File: config.mk
export PLATFORM = sky130hd
export DESIGN_NAME = contador_arbitro_flat
export DESIGN_NICKNAME = d
export VERILOG_FILES = /design/src/rtl/contador_arbitro_if.sv /design/src/rtl/contador_arbitro.sv /design/src/flat_wrapper.sv
export SDC_FILE = /design/constraint.sdc
export NUM_CORES = 1
export LEC_CHECK = 0
export CAP_MARGIN = 40
export CORE_MARGIN = 2
export CORE_UTILIZATION = 24
export DETAILED_ROUTE_END_ITERATION = 6
export GPL_TIMING_DRIVEN = 0
export PLACE_DENSITY = 0.79
export SKIP_LAST_GASP = 1
export SYNTH_ARGS = -nofsm -noshare
export SYNTH_HDL_FRONTEND = slang
export SYNTH_SLANG_ARGS = --single-unit
File: constraint.sdc
create_clock -name CLK -period 2.06 [get_ports CLK]
set_input_delay 0.618 -clock CLK [delete_from_list [all_inputs] [get_ports CLK]]
set_output_delay 0.618 -clock CLK [all_outputs]
set_load 0.01 [all_outputs]
File: src/rtl/contador_arbitro_if.sv
// Bundle between the requester/counter side and the arbiter: request/grant handshake
// plus the contador16 ENB/MODO/D/Q/RCO wiring.
interface contador_arbitro_if #(
    parameter int WIDTH = 16
);
    logic             REQ0;
    logic [WIDTH-1:0] VAL0;
    logic             REQ1;
    logic [WIDTH-1:0] VAL1;
    logic             GNT0;
    logic             GNT1;
    logic             DONE0;
    logic             DONE1;
    logic             BUSY;
    logic             ERR;
    logic             ENB;
    logic [1:0]       MODO;
    logic [WIDTH-1:0] D;
    logic [WIDTH-1:0] Q;
    logic             RCO;

    modport slave (
        input  REQ0, VAL0, REQ1, VAL1, Q, RCO,
        output GNT0, GNT1, DONE0, DONE1, BUSY, ERR, ENB, MODO, D
    );

    modport master (
        output REQ0, VAL0, REQ1, VAL1, Q, RCO,
        input  GNT0, GNT1, DONE0, DONE1, BUSY, ERR, ENB, MODO, D
    );
endinterface

File: src/rtl/contador_arbitro.sv
// Round-robin owner of a shared contador16 used as a one-shot down-counting timer:
// load the owner's value, count to zero, pulse DONE for that owner.
module contador_arbitro #(
    parameter int         WIDTH     = 16,
    parameter logic [1:0] MODO_LOAD = 2'b11,
    parameter logic [1:0] MODO_DOWN = 2'b01
) (
    input  logic               CLK,
    input  logic               RESET,
    contador_arbitro_if.slave  bus
);
    typedef enum logic [1:0] {IDLE, LOAD, COUNT, FIN} state_t;

    state_t state_q, state_d;
    logic   owner_q, owner_d;
    logic   last_owner_q, last_owner_d;
    logic   err_q, err_d;

    logic   owner_req;
    logic   q_zero;

    assign owner_req = owner_q ? bus.REQ1 : bus.REQ0;
    assign q_zero    = (bus.Q == '0);

    always_ff @(posedge CLK) begin
        if (RESET) begin
            state_q      <= IDLE;
            owner_q      <= 1'b0;
            last_owner_q <= 1'b1;
            err_q        <= 1'b0;
        end else begin
            state_q      <= state_d;
            owner_q      <= owner_d;
            last_owner_q <= last_owner_d;
            err_q        <= err_d;
        end
    end

    always_comb begin
        state_d      = state_q;
        owner_d      = owner_q;
        last_owner_d = last_owner_q;
        err_d        = err_q;
        unique case (state_q)
            IDLE: begin
                if (bus.REQ0 && bus.REQ1) begin
                    owner_d = ~last_owner_q;
                    state_d = LOAD;
                end else if (bus.REQ0) begin
                    owner_d = 1'b0;
                    state_d = LOAD;
                end else if (bus.REQ1) begin
                    owner_d = 1'b1;
                    state_d = LOAD;
                end
            end
            LOAD: begin
                if (!owner_req) begin
                    last_owner_d = owner_q;
                    state_d      = IDLE;
                end else begin
                    state_d = COUNT;
                end
            end
            COUNT: begin
                // Overflow from the counter while still nonzero means it is out of step.
                if (bus.RCO && !q_zero) err_d = 1'b1;
                if (!owner_req) begin
                    last_owner_d = owner_q;
                    state_d      = IDLE;
                end else if (q_zero) begin
                    state_d = FIN;
                end
            end
            FIN: begin
                last_owner_d = owner_q;
                state_d      = IDLE;
            end
            default: state_d = IDLE;
        endcase
    end

    always_comb begin
        bus.GNT0  = (state_q != IDLE) && !owner_q;
        bus.GNT1  = (state_q != IDLE) &&  owner_q;
        bus.DONE0 = (state_q == FIN)  && !owner_q;
        bus.DONE1 = (state_q == FIN)  &&  owner_q;
        bus.BUSY  = (state_q != IDLE);
        bus.ERR   = err_q;
        bus.ENB   = 1'b0;
        bus.MODO  = 2'b00;
        bus.D     = '0;
        if (state_q != IDLE) bus.D = owner_q ? bus.VAL1 : bus.VAL0;
        if (state_q == LOAD) begin
            bus.ENB  = 1'b1;
            bus.MODO = MODO_LOAD;
        end else if (state_q == COUNT && !q_zero) begin
            bus.ENB  = 1'b1;
            bus.MODO = MODO_DOWN;
        end
    end
endmodule

File: src/flat_wrapper.sv
// flat-port wrapper written by rule: the top's interface ports become plain ports
module contador_arbitro_flat 
#(
    parameter int         WIDTH     = 16,
    parameter logic [1:0] MODO_LOAD = 2'b11,
    parameter logic [1:0] MODO_DOWN = 2'b01
)
  (CLK, RESET, bus_REQ0, bus_VAL0, bus_REQ1, bus_VAL1, bus_Q, bus_RCO, bus_GNT0, bus_GNT1, bus_DONE0, bus_DONE1, bus_BUSY, bus_ERR, bus_ENB, bus_MODO, bus_D);
  contador_arbitro_if #(.WIDTH(WIDTH)) bus_i ();
  input  logic CLK;
  input  logic RESET;
  input wire logic [$bits(bus_i.REQ0)-1:0] bus_REQ0;
  input wire logic [$bits(bus_i.VAL0)-1:0] bus_VAL0;
  input wire logic [$bits(bus_i.REQ1)-1:0] bus_REQ1;
  input wire logic [$bits(bus_i.VAL1)-1:0] bus_VAL1;
  input wire logic [$bits(bus_i.Q)-1:0] bus_Q;
  input wire logic [$bits(bus_i.RCO)-1:0] bus_RCO;
  output wire logic [$bits(bus_i.GNT0)-1:0] bus_GNT0;
  output wire logic [$bits(bus_i.GNT1)-1:0] bus_GNT1;
  output wire logic [$bits(bus_i.DONE0)-1:0] bus_DONE0;
  output wire logic [$bits(bus_i.DONE1)-1:0] bus_DONE1;
  output wire logic [$bits(bus_i.BUSY)-1:0] bus_BUSY;
  output wire logic [$bits(bus_i.ERR)-1:0] bus_ERR;
  output wire logic [$bits(bus_i.ENB)-1:0] bus_ENB;
  output wire logic [$bits(bus_i.MODO)-1:0] bus_MODO;
  output wire logic [$bits(bus_i.D)-1:0] bus_D;
  assign bus_i.REQ0 = bus_REQ0;
  assign bus_i.VAL0 = bus_VAL0;
  assign bus_i.REQ1 = bus_REQ1;
  assign bus_i.VAL1 = bus_VAL1;
  assign bus_i.Q = bus_Q;
  assign bus_i.RCO = bus_RCO;
  assign bus_GNT0 = bus_i.GNT0;
  assign bus_GNT1 = bus_i.GNT1;
  assign bus_DONE0 = bus_i.DONE0;
  assign bus_DONE1 = bus_i.DONE1;
  assign bus_BUSY = bus_i.BUSY;
  assign bus_ERR = bus_i.ERR;
  assign bus_ENB = bus_i.ENB;
  assign bus_MODO = bus_i.MODO;
  assign bus_D = bus_i.D;
  contador_arbitro #(.WIDTH(WIDTH), .MODO_LOAD(MODO_LOAD), .MODO_DOWN(MODO_DOWN)) u_core (.CLK(CLK), .RESET(RESET), .bus(bus_i));
endmodule
==> flow_summary.yaml <==
setup_path:
  count_of_buffering_cells_on_the_critical_path_with_inverters_included: 3
  critPathMaxFanout: 2
  timing.critical_path.max_delay_family: "simple AND/OR/NAND/NOR gates"
  cpPeakStageDelay_ns: 0.30
  rr_startpoint: "u_core.state_q[0]"
  cp_slowest_cell: "sky130_fd_sc_hd__nor4_4"
  worstPathArrival_ns: 1.66
  end_kind: "primary output"
  worstPathRequired_ns: 1.44
  worst_r2r_path_depth: 8
  worst_path_most_repeated_cell: "sky130_fd_sc_hd__buf_6"
  critical_path.reg2reg.endpoint: "u_core.state_q[1]"
  critPathKind: "input pin to primary output"
  setup.reg_to_reg.worst_slack_ns: 0.31
  critPathLaunchType: "input pin"
  crit_path_cell_trace: "buf_8 > nor4_4 > a41oi_2 > or2_4 > buf_6 > buf_6"
floorplan:
  core_area_um2: 2730
  core.rowCount: 19
  floorplan.die_area_um2: 3280
  initial_core_utilization_pct: 24.9
  design.portCount: 78
  floorplan.die.width_um: 57.3
  die_h_um: 57.3
min_path:
  worstHoldPathType: "flop to flop"
  min_path_cells: 2
  min_delay_worst_endpoint: "u_core.bus.ERR"
  worstHoldStart: "u_core.bus.ERR"
cts:
  clkTransAtPathRegs_ns: 0.04
  number_of_buffers_between_clock_root_and_the_deepest_sink: 2
  cts_htree_levels: 1
  numCtsBuffers: 3
  cts-hold-fix-buffers: 0
  cts.sinks: 5
  cts_root_buf: "sky130_fd_sc_hd__clkbuf_4"
  cts_tree: "yes"
  clk-insertion-delay-late_ns: 0.25
sta:
  grt_setup_unrepaired: "true"
  clock.fmax_ghz: 0.440
  maxSlewViolCount: 0
  maxSlewHeadroom_pct: 76.6
  skew_ns: 0.00649
  hold_viol_final: 0
  fin_ws_ns: -0.215
  slew_worst_pin_ns: 0.341
  hold_ws_ns: 0.465
  number_of_endpoints_failing_setup_at_the_final_stage: 2
  finalCriticalPeriod_ns: 2.27
  final.period_utilization_pct: 110
synthesis:
  synth_unique_cells: 25
  synth-edff-count: 0
  ys.warnings.count: 0
  post_synth_instance_area_um2: 682
  syn_area_per_cell_um2: 8.22
  yosys_most_used_dff: "sky130_fd_sc_hd__dfxtp_1"
  syn-num-nets: 141
  synthesis.instances: 83
  synth_sequential_area_ratio_pct: 14.7
  synth_seq_cells: 5
  post_synth_arst_share_pct: 0
finish:
  antenna_cells_inserted: 0
  final_common_cell: "sky130_fd_sc_hd__clkdlybuf4s50_1"
  share_of_cells_above_drive_strength_1_pct: 34.7
  filler_cell_count: 254
  design.final.nets: 229
  layout.cells.most_common_list: "30 x sky130_fd_sc_hd__clkdlybuf4s50_1, 22 x sky130_fd_sc_hd__buf_2, 21 x sky130_fd_sc_hd__nor2_1"
  fin_util_pct: 55.6
  finish.instance_area_um2: 1520
  areaGrowthSynthToFinish_pct: 123
  finish.cell_count_without_fillers: 201
route:
  vias: 953
  detailedRoute.firstPassIterationCount: 2
  route.final.wire_length_um: 2590
  wire_per_inst_um: 12.9
  remaining_drc_errors: 0
  drt-vias-per-instance: 4.74
  postRouteAntennaNets: 0
  drt_iter0_drc: 6
placement:
  dpl.hpwl_um: 2140
  dpl.cell_count: 191
  area_of_placed_instances_um2: 1490
  gp_routability_congestion: 0.722
  io_buffer_count: 77
global_routing:
  first_global_vias: 991
  grt_remaining_overflow: 0
  grt_use_met3_pct: 6.58
  grt_pass1_wl_um: 4180
  global_route.usage.met2_pct: 33.5
  gr-usage-met1_pct: 13.7
  grt_start_max_net_pins: 11
  grt-busiest-layer: "met2"
  grt_usage_pct: 16.4
  antenna_found_initial: 0
outcome:
  failed_checks: "negative setup slack"
  status: "finished, violations left"
pwr:
  cellLeakagePower_nw: 0.724
  total_power_mw: 0.582
  pwr_density_cell_nw_per_um2: 383
  vdd_drop_max_uv: 202
flow_run:
  maxCapViolCount: 0
per-stage QoR:
step                setup WS, ns  TNS [ns]
floorplan                -0.0307   -0.0307
global placement           -1.01     -8.45
detailed placement         -1.02     -8.96
CTS                       -0.237    -0.397
global route              -0.260    -0.445
finish                    -0.215    -0.352
routing by layer:
layer	part of all wire, %	vias up
met5	0	-
met3	13	4
met1	32	422
met2	54	62
met4	1.2	0
li1	-	465
layout make-up:
type                            instances  area, µm²  share of cell area [%]
Sequential cell                         5        106                    7.00
Clock buffer                            4       26.3                    1.73
Timing Repair Buffer                   84        727                    47.9
Inverter                                4       15.0                   0.988
Multi-Input combinational cell         68        544                    35.8
Tap cell                               31       38.8                    2.55
Buffer                                  5       61.3                    4.04
power breakdown:
group	switching, mW	internal, mW	leakage, nW
clock network	0.0456	0.0736	0.0150
logic	0.145	0.201	0.667
registers	0.00992	0.106	0.0424
sequential cells by signal (all words and copies together), names as in the netlist:
name and flops:
u_core.last_owner_q 1, u_core.owner_q 1, u_core.state_q 2, u_core.bus.ERR 1
how the worst max path moves through the flow:
stage | startpoint | slack, ns | endpoint | depth (start not counted)
2_1_floorplan | bus_Q[1] | -0.03 | bus_MODO[0] | 4
3_3_place_gp | bus_Q[9] | -1.01 | bus_MODO[0] | 6
3_5_place_dp | bus_Q[9] | -1.02 | bus_MODO[0] | 6
4_1_cts | bus_Q[15] | -0.24 | bus_MODO[0] | 6
5_1_grt | bus_Q[0] | -0.26 | bus_MODO[0] | 6
6_report | bus_Q[0] | -0.21 | bus_MODO[0] | 6
synth_stat cells, types with 2 or more instances:
master | instances | share of area (%)
sky130_fd_sc_hd__nor3_1 | 2 | 1.5
sky130_fd_sc_hd__inv_1 | 4 | 2.2
sky130_fd_sc_hd__ha_1 | 5 | 9.2
sky130_fd_sc_hd__clkbuf_1 | 3 | 1.7
sky130_fd_sc_hd__dfxtp_1 | 5 | 15
sky130_fd_sc_hd__nand2_1 | 3 | 1.7
sky130_fd_sc_hd__nor4_4 | 4 | 12
sky130_fd_sc_hd__nor2b_1 | 3 | 2.8
sky130_fd_sc_hd__nor2_1 | 21 | 12
sky130_fd_sc_hd__mux2i_1 | 18 | 26
repair_timing:
item	4_1_cts	5_1_grt
gates resized for setup	161	16
buffers inserted	4	3
pin swaps	7	9
endpoints found under the setup margin	25	8
worst reg2reg max path, delay by kind of cell, from the launching register on:
family | cells | cell delay [ns]
AO/OA/AOI/OAI | 2 | 0.18
adder cells (fa/ha/maj) | 1 | 0.20
buffers and inverters | 4 | 0.43
flip-flops | 1 | 0.36
AND/OR/NAND/NOR | 1 | 0.49
cells by family after synthesis:
logic type / after synthesis / share of synthesized area, %
adders and majority gates: 5 / 9.17
buffers and inverters: 10 / 6.24
muxes: 18 / 26.4
AOI/OAI and AO/OA: 6 / 7.89
DFF: 5 / 14.7
and+or+nand+nor: 39 / 35.6
(Power assumes the default switching activity.)
==> RTL change: new RTL, config.mk and constraints unchanged <==
`WIDTH` is set to 16 in 3 places; all go to 32.
--- a/src/rtl/contador_arbitro_if.sv
+++ b/src/rtl/contador_arbitro_if.sv
@@ -1,7 +1,7 @@
 // Bundle between the requester/counter side and the arbiter: request/grant handshake
 // plus the contador16 ENB/MODO/D/Q/RCO wiring.
 interface contador_arbitro_if #(
-    parameter int WIDTH = 16
+    parameter int WIDTH = 32
 );
     logic             REQ0;
     logic [WIDTH-1:0] VAL0;
--- a/src/rtl/contador_arbitro.sv
+++ b/src/rtl/contador_arbitro.sv
@@ -1,7 +1,7 @@
 // Round-robin owner of a shared contador16 used as a one-shot down-counting timer:
 // load the owner's value, count to zero, pulse DONE for that owner.
 module contador_arbitro #(
-    parameter int         WIDTH     = 16,
+    parameter int         WIDTH     = 32,
     parameter logic [1:0] MODO_LOAD = 2'b11,
     parameter logic [1:0] MODO_DOWN = 2'b01
 ) (
--- a/src/flat_wrapper.sv
+++ b/src/flat_wrapper.sv
@@ -1,7 +1,7 @@
 // flat-port wrapper written by rule: the top's interface ports become plain ports
 module contador_arbitro_flat 
 #(
-    parameter int         WIDTH     = 16,
+    parameter int         WIDTH     = 32,
     parameter logic [1:0] MODO_LOAD = 2'b11,
     parameter logic [1:0] MODO_DOWN = 2'b01
 )
Ports: changed (resized bus_D, bus_Q, bus_VAL0 and bus_VAL1); port bits go from 78 to 142. The function was not compared with the original's and may differ.
==> RTL change against the unedited design <==
- the run still ends with negative setup slack left
- routed wire length grew 75%
- setup slack lost 200 ps
- count of clock-buffer cells in the layout unchanged
- first-iteration DRC count rose to 12 times the old value
- power up 54%
- final area increased by 59%
- sequential cell count stayed put
- synthesized area increased by 35%
- critical path type unchanged
==> RTL change: results (changes against the unedited design) <==
.. list-table::
   :header-rows: 1

   * - Metric
     - Value
   * - Violations in the final reports
     - negative setup slack (unchanged)
   * - Starting DRT DRC Count
     - 72 (was 6)
   * - Leakage power total
     - 1.09 nW (was 0.724 nW)
   * - Area share of the leading cell type in the synthesized netlist
     - 34.8% (was 26.4%)
   * - Capturing point of the worst reg2reg path
     - u_core.state_q[0]$_SDFFE_PP0P_ (was u_core.state_q[1]$_SDFFE_PP0P_)
   * - Ratio of cells with drive above 1 in the final layout
     - 34.5% (was 34.7%)
   * - Routed wire length per instance
     - 13.8 um (was 12.9 um)
   * - Relative slew margins
     - 79.0% (was 76.6%)
   * - Cell area after placement
     - 2450 um2 (was 1490 um2)
   * - Clock Skew
     - 3.15 ps (was 6.49 ps)
   * - Class of the tightest hold or removal check
     - flip-flop to flip-flop (unchanged)
   * - Nets
     - 388 (was 229)
   * - Leading post-synthesis cells by cell area
     - mux2i_1 35%, nor2_1 17%, dfxtp_1 11%, ha_1 6.8%, nor4_1 5.4% (was mux2i_1 26%, dfxtp_1 15%, nor4_4 12%, nor2_1 12%, ha_1 9.2%)
   * - Number of filler cells placed in the layout
     - 338 (was 254)
   * - Critical R2R Launch
     - u_core.state_q[1]$_SDFFE_PP0P_ (was u_core.state_q[0]$_SDFFE_PP0P_)
   * - Net Count, Synth
     - 236 (was 141)
   * - Port bufs
     - 141 (was 77)
   * - R2r setup slk
     - 500 ps (was 310 ps)
   * - Peak supply drop
     - 0.345 mV (was 0.202 mV)
   * - Global-route wire length before repair
     - 6670 um (was 4180 um)
   * - Flip-flop count of the largest register after layout
     - 2 (unchanged)
   * - Clock latency of the later-clocked register in the worst-skew pair
     - 230 ps (was 250 ps)
   * - Number of global-route vias before repair
     - 1430 (was 991)
   * - Top cell types by occurrence after synthesis
     - 41 x nor2_1, 32 x mux2i_1, 8 x nor4_1 (was 21 x nor2_1, 18 x mux2i_1, 5 x dfxtp_1, 5 x ha_1)
   * - Finish-stage setup viols
     - 2 (unchanged)
   * - Half-perimeter wire length after placement
     - 3690 um (was 2140 um)
   * - Signed area change from the synthesized netlist to the final layout
     - 162% (was 123%)
   * - GP Congestion
     - 0.829 (was 0.722)
   * - Hold wc startpoint
     - u_core.bus.ERR$_SDFFE_PP0P_ (unchanged)
   * - Total via count after detailed routing
     - 1511 (was 953)
   * - Setup TNS
     - -759 ps (was -352 ps)
   * - Arrival @ worst endpoint
     - 1860 ps (was 1660 ps)
   * - Num CTS Buffers
     - 3 (unchanged)
   * - Worst Hold Path Cells
     - 2 (unchanged)
   * - Unique masters post-synth
     - 27 (was 25)
   * - Root buffer cell
     - clkbuf_8 (was clkbuf_4)
   * - Sequential cell area fraction in the yosys report
     - 10.9% (was 14.7%)
   * - Path depth of the worst reg2reg path
     - 6 (was 8)
   * - Maximum number of pins on one net before global-route repair
     - 12 (was 11)
   * - Final WS setup
     - -418 ps (was -215 ps)
   * - Number of iterations in the first detailed-routing pass
     - 4 (was 2)
   * - Run status
     - complete, but fails checks (unchanged)
   * - GRT Overall Usage
     - 19.7% (was 16.4%)
-- RTL change: cell type report --
type	instances	area share (%)
repair buffers	148	50.6
multi-input cells	110	35.8
flip-flops and latches	5	4.30
plain buffers	8	3.99
well taps	48	2.49
clock buffers	4	1.87
inverters	6	0.933
-- RTL change: worst max path at each step --
stage	startpoint	to
2_1_floorplan	bus_Q[9]	bus_MODO[0]
3_3_place_gp	bus_Q[5]	bus_MODO[0]
3_5_place_dp	bus_Q[5]	bus_MODO[0]
4_1_cts	bus_Q[14]	bus_MODO[0]
5_1_grt	bus_Q[4]	bus_MODO[0]
6_report	bus_Q[11]	bus_MODO[0]
-- RTL change: through the flow --
step | hold slack (ps) | instances | setup slack [ps]
after global routing | 468 | 329 | -461
final | 448 | 329 | -418
after detailed placement | 446 | 319 | -1220
after floorplan | 463 | 130 | -167
after CTS | 452 | 328 | -446
after global placement | 446 | 319 | -1190
-- RTL change: logic make-up (layout without fill, tap and decap cells) --
kind of cell,after synthesis,count (layout),share of synthesized area [%]
AND/OR/NAND/NOR,60,60,29.8
flip-flops,5,5,10.9
AO/OA/AOI/OAI,12,12,9.51
buffers and inverters,15,166,7.07
multiplexers,33,33,36.0
adder cells (fa/ha/maj),5,5,6.79
-- RTL change: power breakdown --
group	internal, mW	leakage, nW	total, mW	switching, mW
Clock	0.134	0.0228	0.193	0.0595
Combinational	0.341	1.03	0.587	0.246
Sequential	0.107	0.0421	0.116	0.00871
Total	0.581	1.09	0.896	0.315
-- RTL change: critical path, cell delays in order --
cell and delay, ps:
buf_2 110, nor4_4 250, nand4_1 150, or2_1 290
a21o_2 220, buf_6 110, buf_6 110
-- RTL change: metal layers --
metal  global-route usage, %  wire length [um]  vias up
met4                    6.38                83        0
met5                       0                 0        -
met3                    3.41               296        9
li1                        -                 -      762
met2                    37.1              2470       61
met1                    22.3              1700      679
-- RTL change: timing repair --
item / 4_1_cts / 5_1_grt
buffers inserted: 6 / 2
gates cloned: 0 / 0
resized for setup: 273 / 27
endpoints found under the setup margin: 41 / 26
pin swaps: 12 / 12
